[config.mk]
export PLATFORM = sky130hd
export DESIGN_NAME = lfsr_rng_arbiter_flat
export DESIGN_NICKNAME = d
export VERILOG_FILES = /design/src/rtl/lfsr_rng_arbiter_if.sv /design/src/rtl/lfsr_rng_arbiter.sv /design/src/flat_wrapper.sv
export SDC_FILE = /design/constraint.sdc
export NUM_CORES = 1
export LEC_CHECK = 0
export ABC_AREA = 1
export BUFFER_PORTS_ARGS = -buffer_cell sky130_fd_sc_hd__buf_4
export CAP_MARGIN = 10
export CORE_MARGIN = 4
export CORE_UTILIZATION = 45
export DETAILED_ROUTE_END_ITERATION = 6
export PLACE_DENSITY_LB_ADDON = 0.1
export SLEW_MARGIN = 40
export SYNTH_ARGS = -nofsm -noshare
export SYNTH_HDL_FRONTEND = slang
export SYNTH_SLANG_ARGS = --single-unit
[constraint.sdc]
create_clock -name clk -period 3.56 [get_ports clk]
set_clock_uncertainty 0.05 [all_clocks]
set_input_delay 0.534 -clock clk [delete_from_list [all_inputs] [get_ports clk]]
set_output_delay 0.534 -clock clk [all_outputs]
set_load 0.01 [all_outputs]
[src/rtl/lfsr_rng_arbiter_if.sv]
// Requester-side bus of the shared LFSR random-word arbiter.
//   req       : one level request bit per requester, held until its word is accepted
//   grant     : one-hot current owner (0 when no word is in flight)
//   rsp_valid : random word is on rsp_data / rsp_id
//   rsp_ready : consumer accepts the word
//   rsp_data  : W-bit random word, first captured bit in the MSB
//   rsp_id    : index of the requester the word belongs to
// Handshake: a word transfers on a rising edge where rsp_valid && rsp_ready.
// While rsp_valid is high, rsp_data and rsp_id do not change. rsp_valid
// never drops without a transfer.
// master = requester/consumer side, slave = arbiter side.
interface lfsr_rng_arbiter_if #(
  parameter int NREQ = 4,
  parameter int W    = 8
);
  localparam int IDW = $clog2(NREQ);

  logic [NREQ-1:0] req;
  logic [NREQ-1:0] grant;
  logic            rsp_valid;
  logic            rsp_ready;
  logic [W-1:0]    rsp_data;
  logic [IDW-1:0]  rsp_id;

  modport master (output req, rsp_ready, input grant, rsp_valid, rsp_data, rsp_id);
  modport slave  (input req, rsp_ready, output grant, rsp_valid, rsp_data, rsp_id);
endinterface

[src/rtl/lfsr_rng_arbiter.sv]
// Shares one serial-output LFSR between NREQ requesters. A round-robin
// arbiter picks an owner, optionally reloads the LFSR (after reset or a
// config write), advances it exactly W times while shifting the serial bit
// into a word, then offers the word on a valid/ready response.
// Ports:
//   clk, rst_n             : clock, asynchronous active-low reset
//   bus (slave)            : req/grant/rsp_* requester bus
//   i_cfg_we/seed/taps     : config write; a zero seed is rejected
//   o_cfg_err              : one-cycle pulse on a rejected config write
//   o_lfsr_reinit/advance  : LFSR control strobes
//   o_lfsr_initial_state   : seed register, o_lfsr_taps : taps register
//   i_lfsr_out             : LFSR serial output (registered, one cycle after advance)
//   o_dbg_state            : current FSM state
module lfsr_rng_arbiter #(
  parameter int           N         = 5,
  parameter int           W         = 8,
  parameter int           NREQ      = 4,
  parameter logic [N-1:0] SEED_INIT = 5'b00001,
  parameter logic [N-1:0] TAPS_INIT = 5'b10100
) (
  input  logic                 clk,
  input  logic                 rst_n,
  lfsr_rng_arbiter_if.slave    bus,
  input  logic                 i_cfg_we,
  input  logic [N-1:0]         i_cfg_seed,
  input  logic [N-1:0]         i_cfg_taps,
  output logic                 o_cfg_err,
  output logic                 o_lfsr_reinit,
  output logic                 o_lfsr_advance,
  output logic [N-1:0]         o_lfsr_initial_state,
  output logic [N-1:0]         o_lfsr_taps,
  input  logic                 i_lfsr_out,
  output logic [2:0]           o_dbg_state
);
  localparam int IDW = $clog2(NREQ);
  localparam int CW  = $clog2(W);

  typedef enum logic [2:0] {
    S_IDLE = 3'd0,
    S_SEED = 3'd1,
    S_RUN  = 3'd2,
    S_CAP  = 3'd3,
    S_RSP  = 3'd4
  } state_t;

  state_t          r_state;
  logic [IDW-1:0]  r_rr_ptr;
  logic [IDW-1:0]  r_owner;
  logic [NREQ-1:0] r_grant;
  logic [CW-1:0]   r_cnt;
  logic [W-1:0]    r_data;
  logic            r_rsp_valid;
  logic            r_reinit;
  logic            r_advance;
  logic            r_cfg_err;
  logic [N-1:0]    r_seed;
  logic [N-1:0]    r_taps;
  logic            r_seed_pend;

  logic            w_found;
  logic [IDW-1:0]  w_pick;
  logic [IDW-1:0]  w_idx;

  // First requester at or after r_rr_ptr, scanning with wrap-around.
  always_comb begin
    w_found = 1'b0;
    w_pick  = '0;
    w_idx   = '0;
    for (int i = 0; i < NREQ; i++) begin
      w_idx = IDW'((int'(r_rr_ptr) + i) % NREQ);
      if (!w_found && bus.req[w_idx]) begin
        w_found = 1'b1;
        w_pick  = w_idx;
      end
    end
  end

  always_ff @(posedge clk or negedge rst_n) begin
    if (!rst_n) begin
      r_state     <= S_IDLE;
      r_rr_ptr    <= '0;
      r_owner     <= '0;
      r_grant     <= '0;
      r_cnt       <= '0;
      r_data      <= '0;
      r_rsp_valid <= 1'b0;
      r_reinit    <= 1'b0;
      r_advance   <= 1'b0;
      r_cfg_err   <= 1'b0;
      r_seed      <= SEED_INIT;
      r_taps      <= TAPS_INIT;
      r_seed_pend <= 1'b1;
    end else begin
      case (r_state)
        S_IDLE: begin
          if (w_found) begin
            r_owner <= w_pick;
            r_grant <= NREQ'(1) << w_pick;
            r_cnt   <= '0;
            if (r_seed_pend) begin
              r_state  <= S_SEED;
              r_reinit <= 1'b1;
            end else begin
              r_state   <= S_RUN;
              r_advance <= 1'b1;
            end
          end
        end
        S_SEED: begin
          r_reinit    <= 1'b0;
          r_advance   <= 1'b1;
          r_seed_pend <= 1'b0;
          r_state     <= S_RUN;
        end
        S_RUN: begin
          // lfsr_out lags advance by one cycle, so the bit from the cnt==0
          // advance first appears at cnt==1; the last one is taken in CAP.
          if (r_cnt != '0) r_data <= {r_data[W-2:0], i_lfsr_out};
          if (r_cnt == CW'(W-1)) begin
            r_advance <= 1'b0;
            r_state   <= S_CAP;
          end else begin
            r_cnt <= r_cnt + 1'b1;
          end
        end
        S_CAP: begin
          r_data      <= {r_data[W-2:0], i_lfsr_out};
          r_rsp_valid <= 1'b1;
          r_state     <= S_RSP;
        end
        S_RSP: begin
          if (bus.rsp_ready) begin
            r_rsp_valid <= 1'b0;
            r_grant     <= '0;
            r_rr_ptr    <= (int'(r_owner) == NREQ - 1) ? '0 : r_owner + 1'b1;
            r_state     <= S_IDLE;
          end
        end
        default: r_state <= S_IDLE;
      endcase

      // Placed after the FSM so a write landing in the SEED cycle keeps
      // seed_pend set; the reload itself used the old seed.
      r_cfg_err <= i_cfg_we && (i_cfg_seed == '0);
      if (i_cfg_we && (i_cfg_seed != '0)) begin
        r_seed      <= i_cfg_seed;
        r_taps      <= i_cfg_taps;
        r_seed_pend <= 1'b1;
      end
    end
  end

  assign bus.grant            = r_grant;
  assign bus.rsp_valid        = r_rsp_valid;
  assign bus.rsp_data         = r_data;
  assign bus.rsp_id           = r_owner;
  assign o_cfg_err            = r_cfg_err;
  assign o_lfsr_reinit        = r_reinit;
  assign o_lfsr_advance       = r_advance;
  assign o_lfsr_initial_state = r_seed;
  assign o_lfsr_taps          = r_taps;
  assign o_dbg_state          = r_state;
endmodule

[src/flat_wrapper.sv]
// flat-port wrapper written by rule: the top's interface ports become plain ports
module lfsr_rng_arbiter_flat 
#(
  parameter int           N         = 5,
  parameter int           W         = 8,
  parameter int           NREQ      = 4,
  parameter logic [N-1:0] SEED_INIT = 5'b00001,
  parameter logic [N-1:0] TAPS_INIT = 5'b10100
)
  (clk, rst_n, i_cfg_we, i_cfg_seed, i_cfg_taps, o_cfg_err, o_lfsr_reinit, o_lfsr_advance, o_lfsr_initial_state, o_lfsr_taps, i_lfsr_out, o_dbg_state, bus_req, bus_rsp_ready, bus_grant, bus_rsp_valid, bus_rsp_data, bus_rsp_id);
  lfsr_rng_arbiter_if #(.NREQ(NREQ), .W(W)) bus_i ();
  input  logic clk;
  input  logic rst_n;
  input  logic i_cfg_we;
  input  logic [N-1:0] i_cfg_seed;
  input  logic [N-1:0] i_cfg_taps;
  output logic o_cfg_err;
  output logic o_lfsr_reinit;
  output logic o_lfsr_advance;
  output logic [N-1:0] o_lfsr_initial_state;
  output logic [N-1:0] o_lfsr_taps;
  input  logic i_lfsr_out;
  output logic [2:0] o_dbg_state;
  input wire logic [$bits(bus_i.req)-1:0] bus_req;
  input wire logic [$bits(bus_i.rsp_ready)-1:0] bus_rsp_ready;
  output wire logic [$bits(bus_i.grant)-1:0] bus_grant;
  output wire logic [$bits(bus_i.rsp_valid)-1:0] bus_rsp_valid;
  output wire logic [$bits(bus_i.rsp_data)-1:0] bus_rsp_data;
  output wire logic [$bits(bus_i.rsp_id)-1:0] bus_rsp_id;
  assign bus_i.req = bus_req;
  assign bus_i.rsp_ready = bus_rsp_ready;
  assign bus_grant = bus_i.grant;
  assign bus_rsp_valid = bus_i.rsp_valid;
  assign bus_rsp_data = bus_i.rsp_data;
  assign bus_rsp_id = bus_i.rsp_id;
  lfsr_rng_arbiter #(.N(N), .W(W), .NREQ(NREQ), .SEED_INIT(SEED_INIT), .TAPS_INIT(TAPS_INIT)) u_core (.clk(clk), .rst_n(rst_n), .bus(bus_i), .i_cfg_we(i_cfg_we), .i_cfg_seed(i_cfg_seed), .i_cfg_taps(i_cfg_taps), .o_cfg_err(o_cfg_err), .o_lfsr_reinit(o_lfsr_reinit), .o_lfsr_advance(o_lfsr_advance), .o_lfsr_initial_state(o_lfsr_initial_state), .o_lfsr_taps(o_lfsr_taps), .i_lfsr_out(i_lfsr_out), .o_dbg_state(o_dbg_state));
endmodule
==> results of run 1 <==
-- where the power goes --
group / leakage, nW / total [mW] / internal (mW) / switching, mW
registers: 0.445 / 0.698 / 0.576 / 0.123
clock network: 0.0455 / 0.298 / 0.158 / 0.140
logic: 0.794 / 1.10 / 0.457 / 0.642
-- metal layers --
layer	routed length, µm	up-vias
met2	1790	31
li1	-	787
met3	218	5
met4	48	0
met5	0	-
met1	1750	719
-- worst register-to-register path, cell delays in order (launching register included) --
cell and delay [ns]:
dfrtp_1 0.53, inv_2 0.18, nand2_1 0.08, nand3_1 0.08, and2_0 0.33, nand3_2 0.15
nand2_4 0.11, inv_4 0.06, nor2_8 0.09, nand2_1 0.06, nand2_1 0.06
-- cell type report --
| type | count | area, µm² | area share |
|---|---|---|---|
| clock buffers | 8 | 90.1 | 0.0381 |
| inverters | 31 | 119 | 0.0502 |
| multi-input cells | 145 | 797 | 0.337 |
| flip-flops and latches | 37 | 931 | 0.393 |
| well taps | 50 | 62.6 | 0.0264 |
| repair buffers | 49 | 368 | 0.155 |
-- flip-flops by register name (all words and copies together) (netlist names) --
signal	cells
u_core.bus.grant	4
u_core.o_lfsr_advance	1
u_core.bus.rsp_data	8
u_core.bus.rsp_id	2
u_core.o_lfsr_taps	5
u_core.bus.rsp_valid	1
u_core.o_lfsr_initial_state	5
u_core.o_lfsr_reinit	1
u_core.r_seed_pend	1
u_core.o_dbg_state	3
u_core.r_rr_ptr	2
u_core.r_cnt	3
u_core.o_cfg_err	1
-- synthesized netlist by cell type --
| library cell | instances | area share |
|---|---|---|
| a21oi_1 | 4 | 0.011 |
| and2_0 | 1 | 0.0034 |
| buf_2 | 1 | 0.0027 |
| buf_6 | 1 | 0.0060 |
| clkbuf_2 | 1 | 0.0027 |
| dfrtp_1 | 33 | 0.44 |
| dfstp_2 | 4 | 0.056 |
| ha_1 | 4 | 0.027 |
| inv_1 | 28 | 0.056 |
| inv_2 | 2 | 0.0040 |
| inv_4 | 1 | 0.0034 |
| mux2_2 | 12 | 0.072 |
| nand2_1 | 65 | 0.13 |
| nand2_2 | 5 | 0.017 |
| nand2_4 | 2 | 0.012 |
| nand3_1 | 18 | 0.048 |
| nand3_2 | 1 | 0.0054 |
| nand4_1 | 3 | 0.010 |
| nor2_1 | 13 | 0.026 |
| nor2_8 | 2 | 0.021 |
| nor3_1 | 2 | 0.0054 |
| o21a_1 | 1 | 0.0040 |
| o21ai_0 | 8 | 0.021 |
| o21ai_1 | 3 | 0.0080 |
| o31ai_1 | 1 | 0.0040 |
-- kinds of logic (layout without fill, tap and decap cells) --
group | count (synthesis) | in the layout | share of synthesized area
AO/OA/AOI/OAI | 17 | 17 | 0.0482
adder cells (fa/ha/maj) | 4 | 4 | 0.0268
buffers and inverters | 34 | 88 | 0.0750
flip-flops | 37 | 37 | 0.498
multiplexers | 12 | 12 | 0.0723
AND/OR/NAND/NOR | 112 | 112 | 0.279
-- through the flow --
stage | utilization | hold WS [ns] | setup slack, ns
2_1_floorplan | - | 0.188 | 1.94
3_3_place_gp | 0.569 | 0.409 | 1.69
3_5_place_dp | 0.569 | 0.416 | 1.67
4_1_cts | 0.592 | 0.153 | 1.71
5_1_grt | 0.592 | 0.163 | 1.45
6_report | 0.592 | 0.143 | 1.72
-- final timing paths --
check | end | cells after the start
min in group clk | u_core.o_lfsr_initial_state[2]$_DFFE_PN0P_ | 3
hold / removal | u_core.bus.rsp_data[0]$_DFFE_PN0P_ | 1
hold reg to reg | u_core.o_lfsr_initial_state[4]$_DFFE_PN0P_ | 2
setup reg to reg | u_core.bus.grant[2]$_DFFE_PN0P_ | 10
max in group asynchronous | u_core.o_lfsr_initial_state[0]$_DFFE_PN1P_ | 1
setup / recovery | u_core.bus.grant[2]$_DFFE_PN0P_ | 10
==> results.cfg, run 1 <==
[clocking]
cts_tree = done
cts_made_buffers = 5
path_clk_slew_ns = 0.07
htree_levels = 2
cts_setup_buffers = 0
insertion_delay_ns = 0.28
cts_resized = 0
cts_buffer_depth = 2
hold_buffers = 0
cts_root_buf = clkbuf_8
cts_num_sinks = 37

[place]
dp_hpwl_um = 2830
port_buffers = 49
gp_congestion = 0.817
placed_area_mm2 = 0.00228
placed_cells = 312

[global_route]
met2_usage = 0.246
grtUsageTotal = 0.158
top_usage_layer = met2
grt_overflow_total = 0
met1_usage = 0.207
antenna_found_initial = 0
grt_max_degree = 38
grt_pass1_vias = 1510
grt_use_met3 = 0.0499
grt_pass1_wl_um = 6510

[finish]
antenna_cells = 0
area_growth_pct = 26.7
final_cell_count_no_fill = 320
stdcell_area_mm2 = 0.00237
n_fill_cell = 363
final_common_cell = nand2_1
final_cell_mix = 65 x nand2_1, 49 x buf_4, 33 x dfrtp_1
nets = 292
drive_above_1_share = 0.311

[pwr]
p_total_mw = 2.10
power_density_mw_per_mm2 = 885
power.leakage_nw = 1.28
max-vdd-ir-drop_mv = 0.511

[setup_path]
rr_startpoint = u_core.r_rr_ptr[0]$_DFFE_PN0P_
critPathRequiredTime_ns = 3.73
worst_path_max_delay_cell = dfrtp_1
arrival_ns = 2.02
r2r_slack_ns = 1.72
crit_chain = inv_2 -> nand2_1 -> nand3_1 -> and2_0 -> nand3_2 -> nand2_4 -> inv_4 -> nor2_8 -> nand2_1 -> nand2_1
worstSetupPathType = register to register
critical-path-max-stage-delay_ns = 0.53
cp-start-kind = register
startpoint = u_core.r_rr_ptr[0]$_DFFE_PN0P_
worst-path-buf-inv = 2
end_kind = register
path_common_cell = nand2_1
critical_path.top_delay_family = simple AND/OR/NAND/NOR gates
cp_max_fo = 13

[floorplanning]
dieWidth_um = 72.4
fp.dieH_um = 72.4
start_util = 0.467
dieArea_mm2 = 0.00525
core-area_mm2 = 0.00400
row_count = 23
ios = 50

[hold_path]
hold_class = primary input to async pin

[route]
drc = 0
drt_wl_total_um = 3810
num_vias = 1542
drtIter0Drc = 80
drt_pass1_iterations = 4
routedWlPerCell_um = 11.9
ant_nets = 0
vias_per_cell = 4.82

[logic_synthesis]
synth.net_count = 239
syn_inst = 216
yosysSeqAreaShare = 0.498
ys_ff_latch = 37
yosysWarnings = 0
synth_area_per_cell_um2 = 8.65
synth_cell_type_count = 25
synthesis.area_mm2 = 0.00187

[timing]
final-setup-viol-count = 0
drv_slew = 0
setup_tns_ns = 0
min_period_ns = 1.84
relSlewSlack = 0.703
rsz0062_at_grt = false
max_freq_mhz = 542
finalHoldViolCount = 0
period_share = 0.518
worst_pin_slew_ns = 0.445

[status]
outcome = complete, no violations

[run]
drv_cap = 0
No activity file was read; power rests on OpenSTA's default activity.
==> run 2, diff against run 1 <==
clock period = 1.88 ns   (was 3.56 ns; I/O delays follow)
==> results.cfg, run 2 (same netlist as run 1, synthesis figures left out) <==
[status]
outcome = complete, no violations

[route]
vias_per_cell = 4.78
drtIter0Drc = 73
drt_wl_total_um = 3770
drt_pass1_iterations = 4
top_layer_used = met4
wl_met1_um = 1670
dr_wl_met3_um = 228
num_vias = 1553
met2_length_um = 1810
routedWlPerCell_um = 11.6
ant_nets = 0
drc = 0

[finish]
stdcell_area_mm2 = 0.00241
n_fill_cell = 367
final_common_cell = nand2_1
largest_register_ffs = 8
drive_above_1_share = 0.320
final_cell_mix = 65 x nand2_1, 53 x buf_4, 33 x dfrtp_1
antenna_cells = 0
nets = 297
area_growth_pct = 28.9

[pwr]
power.leakage_nw = 1.31
power_density_mw_per_mm2 = 1660
max-vdd-ir-drop_mv = 1.01

[floorplanning]
core-area_mm2 = 0.00400
dieWidth_um = 72.4
dieArea_mm2 = 0.00525
row_count = 23
start_util = 0.467
fp.dieH_um = 72.4
ios = 50

[timing]
final-setup-viol-count = 0
max_freq_mhz = 600
min_period_ns = 1.67
worst_pin_slew_ns = 0.454
finalHoldViolCount = 0
relSlewSlack = 0.697
setup_slack_ns = 0.213
period_share = 0.887
rsz0062_at_grt = false
setup_tns_ns = 0
drv_slew = 0

[setup_path]
worstSetupPathType = register to register
cp_max_fo = 9
critPathRequiredTime_ns = 2.05
arrival_ns = 1.84
cp-start-kind = register
end_kind = register

[place]
dp_hpwl_um = 2910
port_buffers = 49
place_ws_ns = 0.179
placed_area_mm2 = 0.00231
gp_congestion = 0.844

[clocking]
cts_tree = done
cts_root_buf = clkbuf_8
insertion_delay_ns = 0.28
cts_made_buffers = 5
cts_num_sinks = 37
htree_levels = 2
path_clk_slew_ns = 0.07
cts_buffer_depth = 2

[global_route]
grt_overflow_total = 0
grt_max_degree = 38
antenna_found_initial = 0
grtUsageTotal = 0.161
grt_pass1_wl_um = 6560
grt_pass1_vias = 1531

[hold_path]
hold_class = primary input to register

[run]
drv_cap = 0
-- run 2: cell count changes in the layout (fill, tap and decap cells not counted) --
cell,delta
buf_4,+4
and2_0,-1
dlygate4sd3_1,+1
and2_1,+1
-- run 2: critical path: stages (launching register included) --
cell     delay [ns]
dfrtp_1        0.44
buf_4          0.19
nand2_1        0.06
nand2_1        0.07
nand2_2        0.09
nand2_4        0.08
nor2_8         0.14
nand3_2        0.10
nand2_4        0.11
inv_4          0.06
nor2_8         0.10
nand2_1        0.06
nand2_1        0.06
-- run 2: through the flow --
step           power (mW)  instances  hold WS (ns)   util
6_report             4.00        325         0.161  0.602
5_1_grt              4.40        325         0.169  0.602
4_1_cts              4.05        325         0.153  0.602
3_5_place_dp         3.46        316         0.223  0.577
3_3_place_gp         3.43        316         0.216  0.577
2_1_floorplan        2.78        216       -0.0636      -
-- run 2: power by group --
part / switching [mW] / internal [mW] / total, mW / leakage [nW]
clock: 0.266 / 0.299 / 0.565 / 0.0455
sequential: 0.207 / 1.09 / 1.30 / 0.445
combinational: 1.23 / 0.900 / 2.13 / 0.818
-- run 2: final timing paths --
check	from	depth (start not counted)	slack (ns)	to
setup / recovery	u_core.r_rr_ptr[0]$_DFFE_PN0P_	12	0.21	u_core.bus.grant[0]$_DFFE_PN0P_
hold / removal	i_cfg_seed[4]	3	0.16	u_core.o_lfsr_initial_state[4]$_DFFE_PN0P_
setup reg to reg	u_core.r_rr_ptr[0]$_DFFE_PN0P_	12	0.21	u_core.bus.grant[0]$_DFFE_PN0P_
hold reg to reg	u_core.o_lfsr_initial_state[4]$_DFFE_PN0P_	2	0.42	u_core.o_lfsr_initial_state[4]$_DFFE_PN0P_
max in group asynchronous	rst_n	2	0.99	u_core.o_lfsr_taps[4]$_DFFE_PN1P_
min in group asynchronous	rst_n	2	0.44	u_core.bus.rsp_data[0]$_DFFE_PN0P_
-- run 2: area by class of cell --
class                   count  area (µm²)  area share
repair buffers             54         408       0.169
well taps                  50        62.6      0.0260
flip-flops and latches     37         931       0.387
inverters                  31         119      0.0494
clock buffers               8        90.1      0.0374
multi-input cells         145         797       0.331
-- run 2: layer usage --
metal,up-vias,GRT usage
li1,796,-
met3,9,0.0540
met1,707,0.204
met5,-,0
met4,0,0.0615
met2,41,0.256
-- run 2: what timing repair did --
action,4_1_cts,5_1_grt
endpoints found under the setup margin,0,7
gates resized for setup,0,1
hold buffers,1,0
setup buffers,0,0
hold endpoints to repair,33,0
